File: src/rtl/hack_fetch_unit_if.sv
// hack_fetch_unit_if: ROM request/ack bus plus instruction valid/ready and jump redirect bus.
interface hack_fetch_unit_if #(
    parameter int WORD_W = 16,
    parameter int PC_W   = 15
);
    logic              rom_req;
    logic [PC_W-1:0]   rom_addr;
    logic              rom_ack;
    logic [WORD_W-1:0] rom_data;
    logic [WORD_W-1:0] instr;
    logic [PC_W-1:0]   instr_pc;
    logic              instr_valid;
    logic              instr_ready;
    logic              jump;
    logic [PC_W-1:0]   jump_target;

    modport master (
        output rom_req, rom_addr, instr, instr_pc, instr_valid,
        input  rom_ack, rom_data, instr_ready, jump, jump_target
    );

    modport slave (
        input  rom_req, rom_addr, instr, instr_pc, instr_valid,
        output rom_ack, rom_data, instr_ready, jump, jump_target
    );
endinterface

File: src/rtl/hack_fetch_unit.sv
// hack_fetch_unit: HACK CPU fetch stage; PC, ROM req/ack fetch, held instruction with valid/ready, jump redirect.
module hack_fetch_unit #(
    parameter int              WORD_W   = 16,
    parameter int              PC_W     = 15,
    parameter logic [PC_W-1:0] RESET_PC = '0
) (
    input  logic             clk,
    input  logic             rst_n,
    hack_fetch_unit_if.master bus
);
    typedef enum logic [1:0] {BOOT, FETCH, HOLD} state_e;

    state_e            state_q, state_d;
    logic [PC_W-1:0]   pc_q, pc_d;
    logic [PC_W-1:0]   ipc_q, ipc_d;
    logic [WORD_W-1:0] instr_q, instr_d;

    always_ff @(posedge clk or negedge rst_n) begin
        if (!rst_n) begin
            state_q <= BOOT;
            pc_q    <= RESET_PC;
            ipc_q   <= '0;
            instr_q <= '0;
        end else begin
            state_q <= state_d;
            pc_q    <= pc_d;
            ipc_q   <= ipc_d;
            instr_q <= instr_d;
        end
    end

    // Jump outranks ack and ready; an ack landing with a jump is dropped.
    always_comb begin
        state_d = state_q;
        pc_d    = pc_q;
        ipc_d   = ipc_q;
        instr_d = instr_q;
        if (state_q == BOOT) begin
            state_d = FETCH;
        end else if (bus.jump) begin
            pc_d    = bus.jump_target;
            state_d = FETCH;
        end else if (state_q == FETCH && bus.rom_ack) begin
            instr_d = bus.rom_data;
            ipc_d   = pc_q;
            pc_d    = pc_q + 1'b1;
            state_d = HOLD;
        end else if (state_q == HOLD && bus.instr_ready) begin
            state_d = FETCH;
        end
    end

    assign bus.rom_req     = (state_q == FETCH);
    assign bus.rom_addr    = pc_q;
    assign bus.instr_valid = (state_q == HOLD);
    assign bus.instr       = instr_q;
    assign bus.instr_pc    = ipc_q;
endmodule

File: src/flat_wrapper.sv
// flat-port wrapper written by rule: the top's interface ports become plain ports
module hack_fetch_unit_flat 
#(
    parameter int              WORD_W   = 16,
    parameter int              PC_W     = 15,
    parameter logic [PC_W-1:0] RESET_PC = '0
)
  (clk, rst_n, bus_rom_req, bus_rom_addr, bus_instr, bus_instr_pc, bus_instr_valid, bus_rom_ack, bus_rom_data, bus_instr_ready, bus_jump, bus_jump_target);
  hack_fetch_unit_if #(.WORD_W(WORD_W), .PC_W(PC_W)) bus_i ();
  input  logic clk;
  input  logic rst_n;
  output wire logic [$bits(bus_i.rom_req)-1:0] bus_rom_req;
  output wire logic [$bits(bus_i.rom_addr)-1:0] bus_rom_addr;
  output wire logic [$bits(bus_i.instr)-1:0] bus_instr;
  output wire logic [$bits(bus_i.instr_pc)-1:0] bus_instr_pc;
  output wire logic [$bits(bus_i.instr_valid)-1:0] bus_instr_valid;
  input wire logic [$bits(bus_i.rom_ack)-1:0] bus_rom_ack;
  input wire logic [$bits(bus_i.rom_data)-1:0] bus_rom_data;
  input wire logic [$bits(bus_i.instr_ready)-1:0] bus_instr_ready;
  input wire logic [$bits(bus_i.jump)-1:0] bus_jump;
  input wire logic [$bits(bus_i.jump_target)-1:0] bus_jump_target;
  assign bus_rom_req = bus_i.rom_req;
  assign bus_rom_addr = bus_i.rom_addr;
  assign bus_instr = bus_i.instr;
  assign bus_instr_pc = bus_i.instr_pc;
  assign bus_instr_valid = bus_i.instr_valid;
  assign bus_i.rom_ack = bus_rom_ack;
  assign bus_i.rom_data = bus_rom_data;
  assign bus_i.instr_ready = bus_instr_ready;
  assign bus_i.jump = bus_jump;
  assign bus_i.jump_target = bus_jump_target;
  hack_fetch_unit #(.WORD_W(WORD_W), .PC_W(PC_W), .RESET_PC(RESET_PC)) u_core (.clk(clk), .rst_n(rst_n), .bus(bus_i));
endmodule
File: config.mk
export PLATFORM = sky130hd
export DESIGN_NAME = hack_fetch_unit_flat
export DESIGN_NICKNAME = d
export VERILOG_FILES = /design/src/rtl/hack_fetch_unit_if.sv /design/src/rtl/hack_fetch_unit.sv /design/src/flat_wrapper.sv
export SDC_FILE = /design/constraint.sdc
export NUM_CORES = 1
export LEC_CHECK = 0
export ABC_AREA = 1
export ABC_CLOCK_PERIOD_IN_PS = 1750
export CAP_MARGIN = 40
export CORE_ASPECT_RATIO = 2
export CORE_MARGIN = 2
export CORE_UTILIZATION = 45
export DETAILED_ROUTE_END_ITERATION = 7
export PLACE_DENSITY = 0.92
export RECOVER_POWER = 100
export SLEW_MARGIN = 5
export SYNTH_ARGS = -nofsm -noshare
export SYNTH_HDL_FRONTEND = slang
export SYNTH_SLANG_ARGS = --single-unit
export TNS_END_PERCENT = 100
File: constraint.sdc
create_clock -name clk -period 1.75 [get_ports clk]
set_input_delay 0.35 -clock clk [delete_from_list [all_inputs] [get_ports clk]]
set_output_delay 0.35 -clock clk [all_outputs]
set_load 0.02 [all_outputs]
Word level (Yosys, flattened, before mapping)
Cells that the tools add are included.
W data, S select, Z words.

storage, ports and cells
  input bits = 36
  bits in registers = 48
  output and inout bits = 48
  word-level logic and storage cells = 22

cells by class
  bitwise logic cells = 2
  add/subtract/negate cells = 1
  mux-type cells = 6
  reduce and logical (&&, ||, !) cells = 7
  eq/ne operators = 2

operators with widths
  cell                     count
  $mux W15                 2
  $add A15 B1 Y15 const B  1
  $mux W2                  4
  $reduce_bool A4 Y1       1
  $reduce_and A3 Y1        1
  $eq A2 B1 Y1 const B     1
  $eq A2 B2 Y1 const B     1
  $logic_and A1 B1 Y1      2
  $logic_not A2 Y1         1
  $not A1 Y1               2
  $reduce_and A2 Y1        1
  $reduce_bool A2 Y1       1

Logic depth before layout (Yosys ltp)
Gate-level depths: netlist of the first run.

  word-level depth = 6
  gate-level depth with buffers = 9
  gate-level depth less buffers = 9

Worst setup path after synthesis of the first run
OpenSTA, ideal clock, no wires.

  path type = register to register
  start = register u_core.pc_q[1], in the netlist u_core.bus.rom_addr[1]
  end = register u_core.pc_q[12], in the netlist u_core.bus.rom_addr[12]
  arrival time = 1.284 ns
  path slack = 0.350 ns
  buffers on the path = 0
  cell stages (with the launch flop) = 9
  setup time = 0.117 ns
  period minus slack after synthesis = 1.400 ns
  required time = 1.633 ns
  cells stage by stage = dfrtp_1 > ha_1 > nand3_2 > inv_1 > nand3_1 > nand2_1 > nand3_1 > nand2_1 > nand2_1

on the way
  cells in the longest elaborated chain, start to end = 3

RTL lines
  element                 line                   RTL
  start, declared         hack_fetch_unit.sv:14  logic [PC_W-1:0] pc_q, pc_d;
  start signal, assigned  hack_fetch_unit.sv:26  pc_q <= pc_d;
  $add A15 B1 Y15         hack_fetch_unit.sv:46  pc_d = pc_q + 1'b1;
  $mux W15                hack_fetch_unit.sv:43  end else if (state_q == FETCH && bus.rom_ack) begin
  $mux W15                hack_fetch_unit.sv:40  end else if (bus.jump) begin

No other way between the ends. The select of a mux whose other input is x is not followed.
A chain may end at the register's enable or synchronous reset.

Worst setup path in the final report of the first run
  start = register u_core.pc_q[13], in the netlist u_core.bus.rom_addr[13]
  end = output bus_rom_addr[13]

RTL lines
  element        line                RTL
  end, declared  flat_wrapper.sv:13  output wire logic [$bits(bus_i.rom_addr)-1:0] bus_rom_addr;

No word-level cell between the ends.

==> flow_metrics.py, run 1 <==
metrics = {
    "logic_synthesis": {
        "synth_commonest_cells": "nand2_1, dfrtp_1, nor2_1",
        "yosysWarnings": 0,
        "ys_ff_latch": 48,
        "synth_top_cell_by_area": "dfrtp_1",
        "yosysUniqueCellTypes": 23,
        "netlist_area_um2": 2350,
        "ys_async_sr_fraction_pct": 100,
        "synth-edff-count": 0,
        "synthCells": 303,
        "syn_nets": 340,
        "synth.most_common_cell": "nand2_1",
        "ys_seq_area_share_pct": 51.1,
        "postSynthAreaPerCell_um2": 7.75,
        "yosys.area.top_type_share_pct": 51.1,
        "synth_flop_cell": "dfrtp_1",
        "netlist_top_cells_area": "dfrtp_1, nand2_1, nor2_1",
    },
    "cells_and_area": {
        "nNetsFinal": 428,
        "area_growth_pct": 42.6,
        "fillCellCount": 428,
        "drive_gt1_share_pct": 7.91,
        "final_util_pct": 65.8,
        "finalNonFillerCells": 450,
        "antenna_cells": 0,
    },
    "pwr": {
        "vdd_ir_drop_max_v": 0.000791,
        "internal_power_mw": 2.82,
        "switchingPower_mw": 1.77,
        "sw_frac_of_total_pct": 38.6,
        "clkPwrFrac_pct": 18.7,
        "power_mw": 4.58,
        "p_leak_nw": 1.63,
        "combPwrFrac_pct": 43.5,
        "seq_power_share_pct": 37.7,
        "power_density_nw_per_um2": 1370,
    },
    "clock_tree": {
        "cts.path.max_buffers": 2,
        "cts_tree": "done",
        "clock_latency_ns": 0.30,
        "h-tree-depth": 2,
        "post-cts-setup-buffers": 0,
        "cts_root_buffer": "clkbuf_8",
        "cts_made_buffers": 5,
        "clkTransAtPathRegs_ns": 0.08,
        "ctsHoldBuffers": 0,
        "cts_sinks": 48,
    },
    "floorplanning": {
        "fp.dieW_um": 55.1,
        "rows": 37,
        "fp.dieH_um": 106,
        "start_util_pct": 46.1,
        "boundaryPins": 84,
        "fp.coreArea_um2": 5090,
        "die_area_um2": 5850,
    },
    "timing": {
        "tightest_slew_ns": 1.19,
        "period_share_pct": 98.2,
        "relSlewSlack_pct": 20.9,
        "final-hold-violation-count": 0,
        "final_max_slew_viol_count": 0,
        "setup_tns_ns": 0,
        "clock_skew_ns": 0.00288,
        "min_period_ns": 1.72,
        "fmax_mhz": 582,
        "setup_violations": 0,
        "rsz0062_at_grt": "false",
        "holdWs_ns": 0.370,
    },
    "detailed_routing": {
        "viasPerCell": 5.06,
        "drtIter0Drc": 63,
        "postRouteAntennaNets": 0,
        "drcViolationCount": 0,
        "wl_um": 6030,
        "first_pass_iters": 4,
        "wl_per_cell_um": 13.4,
        "vias": 2276,
    },
    "worst_setup_path": {
        "max_stage_delay_ns": 0.63,
        "cpMaxStageDelayCell": "clkdlybuf4s50_1",
        "crit_chain": "clkdlybuf4s50_1",
        "path_class": "reg -> out",
        "crit_buf_inv": 1,
        "cp-start-kind": "flip-flop",
        "worstPathArrival_ns": 1.37,
        "critPathTopFamily": "buffers and inverters",
        "path_max_fanout": 5,
        "required_ns": 1.40,
        "crit_path_end_kind": "output pin",
    },
    "placement": {
        "hpwl_um": 4610,
        "dp_cells": 442,
        "port_buffers": 83,
        "gp_congestion": 0.875,
    },
    "global_route": {
        "grt_pass1_wl_um": 9630,
        "grt_max_degree": 49,
        "gr-total-overflow": 0,
        "grt_usage_pct": 22.3,
        "grt_pass1_vias": 2267,
        "antenna_found_initial": 0,
    },
    "job": {
        "maxCapViolations": 0,
    },
    "outcome": {
        "status": "finished clean",
    },
    "hold_path": {
        "hp-class": "in -> async",
    },
}
cells in the final DEF (no fill, tap or decap):
cell and count:
a21oi_1 1, buf_12 2, buf_2 1, buf_4 3, bufinv_16 1, clkbuf_1 4
clkbuf_2 2, clkbuf_4 1, clkbuf_8 7, clkdlybuf4s50_1 60, dfrtp_1 48, dlygate4sd2_1 6
dlygate4sd3_1 13, ha_1 1, inv_1 17, inv_2 2, nand2_1 127, nand2_2 1
nand3_1 15, nand3_2 1, nand4_1 6, nor2_1 35, nor2_2 6, nor2_4 2
o211ai_1 1, o21ai_0 14, o21ai_1 8, o21ai_2 1, o21bai_1 1, o31ai_2 1
xnor2_1 2, xor2_1 2
area by class of cell:
class,count,area (µm²),area share (%)
clock buffer,7,96.3,2.88
clock inverter,1,30.0,0.896
inverter,19,71.3,2.13
multi-input combinational,225,996,29.7
sequential,48,1200,35.8
tap,58,72.6,2.17
timing repair buffer,92,883,26.4
sequential cells by signal, summed over array words and instances (netlist names):
signal	cells
u_core.bus.instr_pc	15
u_core.bus.rom_addr	15
u_core.state_q	2
u_core.bus.instr	16
per-layer routing:
metal	up-vias	routed length [µm]	GRT usage (%)
met1	1068	2150	23.6
met2	80	3420	38.8
met4	0	150	13.6
li1	1119	-	-
met5	-	0	0
met3	9	312	2.95
what timing repair did:
action                     CTS  global route
gates cloned                 0             0
pin swaps                    0             0
gates resized for setup      6             3
setup endpoints to repair    6             3
metrics by stage:
step | cell area, µm² | worst slack (ns)
after floorplan | 2350 | 0.350
after global placement | 3280 | 0.133
after detailed placement | 3280 | 0.0921
after CTS | 3400 | 0.00524
after global routing | 3350 | 0.00225
final | 3350 | 0.0317
power groups by stage:
stage / registers (mW) / logic (mW) / clock network [mW]
3_3_place_gp: 1.73 / 2.06 / 0
4_1_cts: 1.73 / 2.10 / 0.878
6_report: 1.73 / 2.00 / 0.859
2_1_floorplan: 2.15 / 0.658 / 0
3_5_place_dp: 1.75 / 2.11 / 0
5_1_grt: 1.78 / 2.18 / 0.923
logic make-up (layout without fill, tap and decap cells):
logic type                 count (synthesis)  count (layout)  synth area share (%)
DFF                                       48              48                  51.1
xor gates and xnor gates                   4               4                  1.49
buffers and inverters                     30             119                  6.18
AOI/OAI and AO/OA                         27              27                  6.44
adders and majority gates                  1               1                 0.532
and+or+nand+nor                          193             193                  34.2
final timing paths:
path                       slack (ns)  depth (start not counted)                       to               startpoint
max reg2reg                      0.13                          9  u_core.bus.rom_addr[10]        u_core.state_q[0]
max in group asynchronous        0.66                          2      u_core.bus.instr[4]                    rst_n
min                              0.37                          2   u_core.bus.rom_addr[1]                    rst_n
max                              0.03                          1         bus_rom_addr[13]  u_core.bus.rom_addr[13]
min in group clk                 0.48                          2      u_core.bus.instr[9]      u_core.bus.instr[9]
min reg2reg                      0.48                          2      u_core.bus.instr[9]      u_core.bus.instr[9]
Note: power is estimated with default switching activity, not from simulation.
==> run 2: changes to the inputs <==
==> constraint.sdc (replaced) <==
create_clock -name clk -period 1.75 [get_ports clk]
set_input_delay 0.35 -clock clk [delete_from_list [all_inputs] [get_ports clk]]
set_output_delay 0.35 -clock clk [all_outputs]
set_load 0.05 [all_outputs]
==> flow_metrics.py, run 2 (same netlist as run 1, synthesis figures left out) <==
metrics = {
    "clock_tree": {
        "h-tree-depth": 2,
        "cts_sinks": 48,
        "cts.path.max_buffers": 2,
        "cts_root_buffer": "clkbuf_8",
        "cts-resized-gates": 0,
        "ctsHoldBuffers": 0,
        "cts_made_buffers": 5,
        "post-cts-setup-buffers": 0,
        "clkTransAtPathRegs_ns": 0.09,
        "cts_tree": "done",
        "clock_latency_ns": 0.31,
    },
    "placement": {
        "dp_slack_ns": 0.0673,
        "dp_cells": 441,
        "hpwl_um": 4480,
        "port_buffers": 83,
        "gp_congestion": 0.865,
    },
    "worst_setup_path": {
        "cp-start-kind": "flip-flop",
        "required_ns": 1.40,
        "crit_path_end_kind": "output pin",
        "path_max_fanout": 7,
        "max_stage_delay_ns": 0.49,
        "worstPathArrival_ns": 1.26,
        "crit_buf_inv": 1,
        "critPathTopFamily": "flip-flops",
        "crit_chain": "dlymetal6s2s_1",
        "cpMaxStageDelayCell": "dfrtp_1",
        "path_class": "reg -> out",
    },
    "timing": {
        "clock_skew_ns": 0.00541,
        "relSlewSlack_pct": 20.6,
        "period_share_pct": 91.9,
        "holdWs_ns": 0.354,
        "fmax_mhz": 622,
        "final-hold-violation-count": 0,
        "rsz0062_at_grt": "false",
        "finalWorstSetupSlack_ns": 0.141,
        "min_period_ns": 1.61,
        "tightest_slew_ns": 1.19,
        "final_max_slew_viol_count": 0,
        "setup_violations": 0,
        "setup_tns_ns": 0,
    },
    "cells_and_area": {
        "finalNonFillerCells": 449,
        "final_util_pct": 61.1,
        "fillCellCount": 488,
        "antenna_cells": 0,
        "mostFrequentLayoutCell": "nand2_1",
        "nNetsFinal": 427,
        "multiInputGateArea_um2": 993,
        "final_cell_mix": "nand2_1, dfrtp_1, nor2_1",
        "drive_gt1_share_pct": 11.3,
        "area_growth_pct": 32.4,
        "seqCellArea_um2": 1200,
        "largest_register_ffs": 16,
    },
    "global_route": {
        "grt_usage_pct": 23.2,
        "grt_max_degree": 49,
        "antenna_found_initial": 0,
        "grt_pass1_vias": 2223,
        "gr-total-overflow": 0,
        "grt_pass1_wl_um": 9920,
    },
    "floorplanning": {
        "fp.dieH_um": 106,
        "rows": 37,
        "start_util_pct": 46.1,
        "boundaryPins": 84,
        "fp.coreArea_um2": 5090,
        "die_area_um2": 5850,
        "fp.dieW_um": 55.1,
    },
    "detailed_routing": {
        "drtIter0Drc": 75,
        "wl_um": 6190,
        "viasPerCell": 5.05,
        "m1WireLength_um": 2270,
        "wl_met2_um": 3310,
        "postRouteAntennaNets": 0,
        "wl_met3_um": 344,
        "drcViolationCount": 0,
        "wl_per_cell_um": 13.8,
        "vias": 2269,
        "top_layer": "met4",
        "first_pass_iters": 4,
    },
    "hold_path": {
        "hp-class": "in -> async",
    },
    "job": {
        "maxCapViolations": 0,
    },
    "pwr": {
        "vdd_ir_drop_max_v": 0.00132,
        "p_leak_nw": 1.55,
        "power_density_nw_per_um2": 1710,
    },
    "outcome": {
        "status": "finished clean",
    },
}
-- run 2: cell type report --
class                      instances  share of cell area [%]
timing repair buffer              91                    19.7
inverter                          19                    2.29
clock inverter                     3                    2.90
sequential                        48                    38.6
tap                               58                    2.33
clock buffer                       5                    2.21
multi-input combinational        225                    31.9
-- run 2: report_power, final --
group          leakage (nW)  internal (mW)  switching (mW)
Clock                0.0784          0.714           0.394
Combinational         0.881          0.523            1.92
Sequential            0.590           1.45           0.304
-- run 2: per-layer routing --
metal	up-vias	global-route usage, %
met5	-	0
li1	1122	-
met4	0	12.5
met2	81	40.2
met1	1047	24.9
met3	19	3.79
-- run 2: path summary, 6_finish.rpt --
check | to | slack (ns) | depth (start not counted) | start
min reg2reg | u_core.bus.instr[11] | 0.47 | 2 | u_core.bus.instr[11]
max reg2reg | u_core.bus.rom_addr[12] | 0.22 | 8 | u_core.bus.rom_addr[1]
max | bus_rom_addr[2] | 0.14 | 1 | u_core.bus.rom_addr[2]
min in group clk | u_core.bus.instr[11] | 0.47 | 2 | u_core.bus.instr[11]
max in group asynchronous | u_core.bus.instr[0] | 0.67 | 2 | rst_n
min | u_core.bus.rom_addr[2] | 0.35 | 2 | rst_n
-- run 2: stage by stage --
stage	total power [mW]	instance area (µm²)
floorplan	3.60	2350
global placement	4.51	3190
detailed placement	4.57	3190
CTS	5.69	3350
global route	5.58	3110
finish	5.31	3110
==> run 3: changes to the inputs <==
--- a/config.mk
+++ b/config.mk
@@ -12,7 +12,7 @@
 export CORE_MARGIN = 2
 export CORE_UTILIZATION = 45
 export DETAILED_ROUTE_END_ITERATION = 7
-export PLACE_DENSITY = 0.92
+export PLACE_DENSITY = 0.8
 export RECOVER_POWER = 100
 export SLEW_MARGIN = 5
 export SYNTH_ARGS = -nofsm -noshare
==> flow_metrics.py, run 3 (same netlist as run 1, synthesis figures left out) <==
metrics = {
    "worst_setup_path": {
        "cpMaxStageDelayCell": "dfrtp_1",
        "crit_path_end_kind": "output pin",
        "max_stage_delay_ns": 0.48,
        "crit_buf_inv": 1,
        "crit_chain": "dlymetal6s2s_1",
        "worstPathArrival_ns": 1.25,
        "critPathTopFamily": "flip-flops",
        "crit_path_start": "u_core.bus.rom_addr[2]",
        "path_max_fanout": 7,
        "required_ns": 1.40,
        "r2r_start": "u_core.bus.rom_addr[1]",
        "path_class": "reg -> out",
        "cp-start-kind": "flip-flop",
    },
    "pwr": {
        "switchingPower_mw": 2.56,
        "vdd_ir_drop_max_v": 0.000796,
        "p_leak_nw": 1.53,
        "power_mw": 4.88,
        "power_density_nw_per_um2": 1590,
        "sw_frac_of_total_pct": 52.6,
        "combPwrFrac_pct": 50.2,
        "clkPwrFrac_pct": 14.2,
        "seq_power_share_pct": 35.7,
        "internal_power_mw": 2.31,
    },
    "cells_and_area": {
        "final_area_um2": 3080,
        "fillCellCount": 515,
        "drive_gt1_share_pct": 11.2,
        "area_growth_pct": 30.9,
        "largest_register_ffs": 16,
        "final_util_pct": 60.4,
        "finalNonFillerCells": 450,
        "final_cell_mix": "nand2_1, dfrtp_1, nor2_1, clkbuf_1, clkdlybuf4s50_1",
        "nNetsFinal": 428,
        "antenna_cells": 0,
        "mostFrequentLayoutCell": "nand2_1",
    },
    "floorplanning": {
        "fp.dieW_um": 55.1,
        "start_util_pct": 46.1,
        "rows": 37,
        "fp.coreArea_um2": 5090,
        "fp.dieH_um": 106,
        "die_area_um2": 5850,
        "boundaryPins": 84,
    },
    "global_route": {
        "antenna_found_initial": 0,
        "gr-total-overflow": 0,
        "grt_pass1_vias": 2136,
        "grt_max_degree": 49,
        "grt_pass1_wl_um": 9400,
        "grt_usage_pct": 21.8,
    },
    "clock_tree": {
        "cts_made_buffers": 5,
        "cts_sinks": 48,
        "h-tree-depth": 2,
        "clkTransAtPathRegs_ns": 0.08,
        "cts_tree": "done",
        "ctsHoldBuffers": 0,
        "cts.path.max_buffers": 2,
        "clock_latency_ns": 0.31,
        "cts_root_buffer": "clkbuf_8",
        "cts-resized-gates": 0,
        "post-cts-setup-buffers": 0,
    },
    "timing": {
        "fmax_mhz": 626,
        "rsz0062_at_grt": "false",
        "relSlewSlack_pct": 21.9,
        "final_max_slew_viol_count": 0,
        "min_period_ns": 1.60,
        "tightest_slew_ns": 1.17,
        "finalWorstSetupSlack_ns": 0.154,
        "clock_skew_ns": 0.0134,
        "setup_violations": 0,
        "holdWs_ns": 0.352,
        "final-hold-violation-count": 0,
        "period_share_pct": 91.2,
        "setup_tns_ns": 0,
    },
    "placement": {
        "placed_area_um2": 3200,
        "dp_cells": 442,
        "dp_slack_ns": 0.119,
        "gp_congestion": 0.850,
        "port_buffers": 83,
        "hpwl_um": 4340,
    },
    "detailed_routing": {
        "drtIter0Drc": 53,
        "viasPerCell": 5.00,
        "first_pass_iters": 4,
        "vias": 2248,
        "drcViolationCount": 0,
        "wl_um": 5870,
        "wl_per_cell_um": 13.0,
        "postRouteAntennaNets": 0,
    },
    "job": {
        "maxCapViolations": 0,
    },
    "outcome": {
        "status": "finished clean",
    },
    "hold_path": {
        "hp-class": "in -> async",
    },
}
run 3: routing by layer:
layer  track usage (%)  share of wire, %
met1              24.0                38
met2              37.5                53
met3              2.81               5.2
met4              12.7               3.5
met5                 0                 0
run 3: final timing paths:
check	cells past startpoint	slack [ns]	end
setup / recovery	1	0.15	bus_rom_addr[2]
hold / removal	2	0.35	u_core.bus.instr_pc[1]
setup reg to reg	8	0.26	u_core.bus.rom_addr[12]
hold reg to reg	2	0.47	u_core.bus.instr[9]
max in group asynchronous	2	0.69	u_core.bus.instr[15]
min in group clk	2	0.47	u_core.bus.instr[9]
run 3: power by group through the flow:
stage | clock (mW) | sequential [mW] | combinational, mW
final | 0.691 | 1.74 | 2.45
after global routing | 0.757 | 1.79 | 2.63
after CTS | 0.713 | 1.75 | 2.80
after detailed placement | 0 | 1.77 | 2.80
after global placement | 0 | 1.76 | 2.76
after floorplan | 0 | 2.92 | 0.674
run 3: cell type report:
type / instances / area, µm² / area share (%)
Sequential cell: 48 / 1200 / 39.1
Multi-Input combinational cell: 225 / 988 / 32.1
Timing Repair Buffer: 92 / 648 / 21.1
Clock buffer: 7 / 86.3 / 2.81
Tap cell: 58 / 72.6 / 2.36
Inverter: 19 / 71.3 / 2.32
Clock inverter: 1 / 7.51 / 0.244
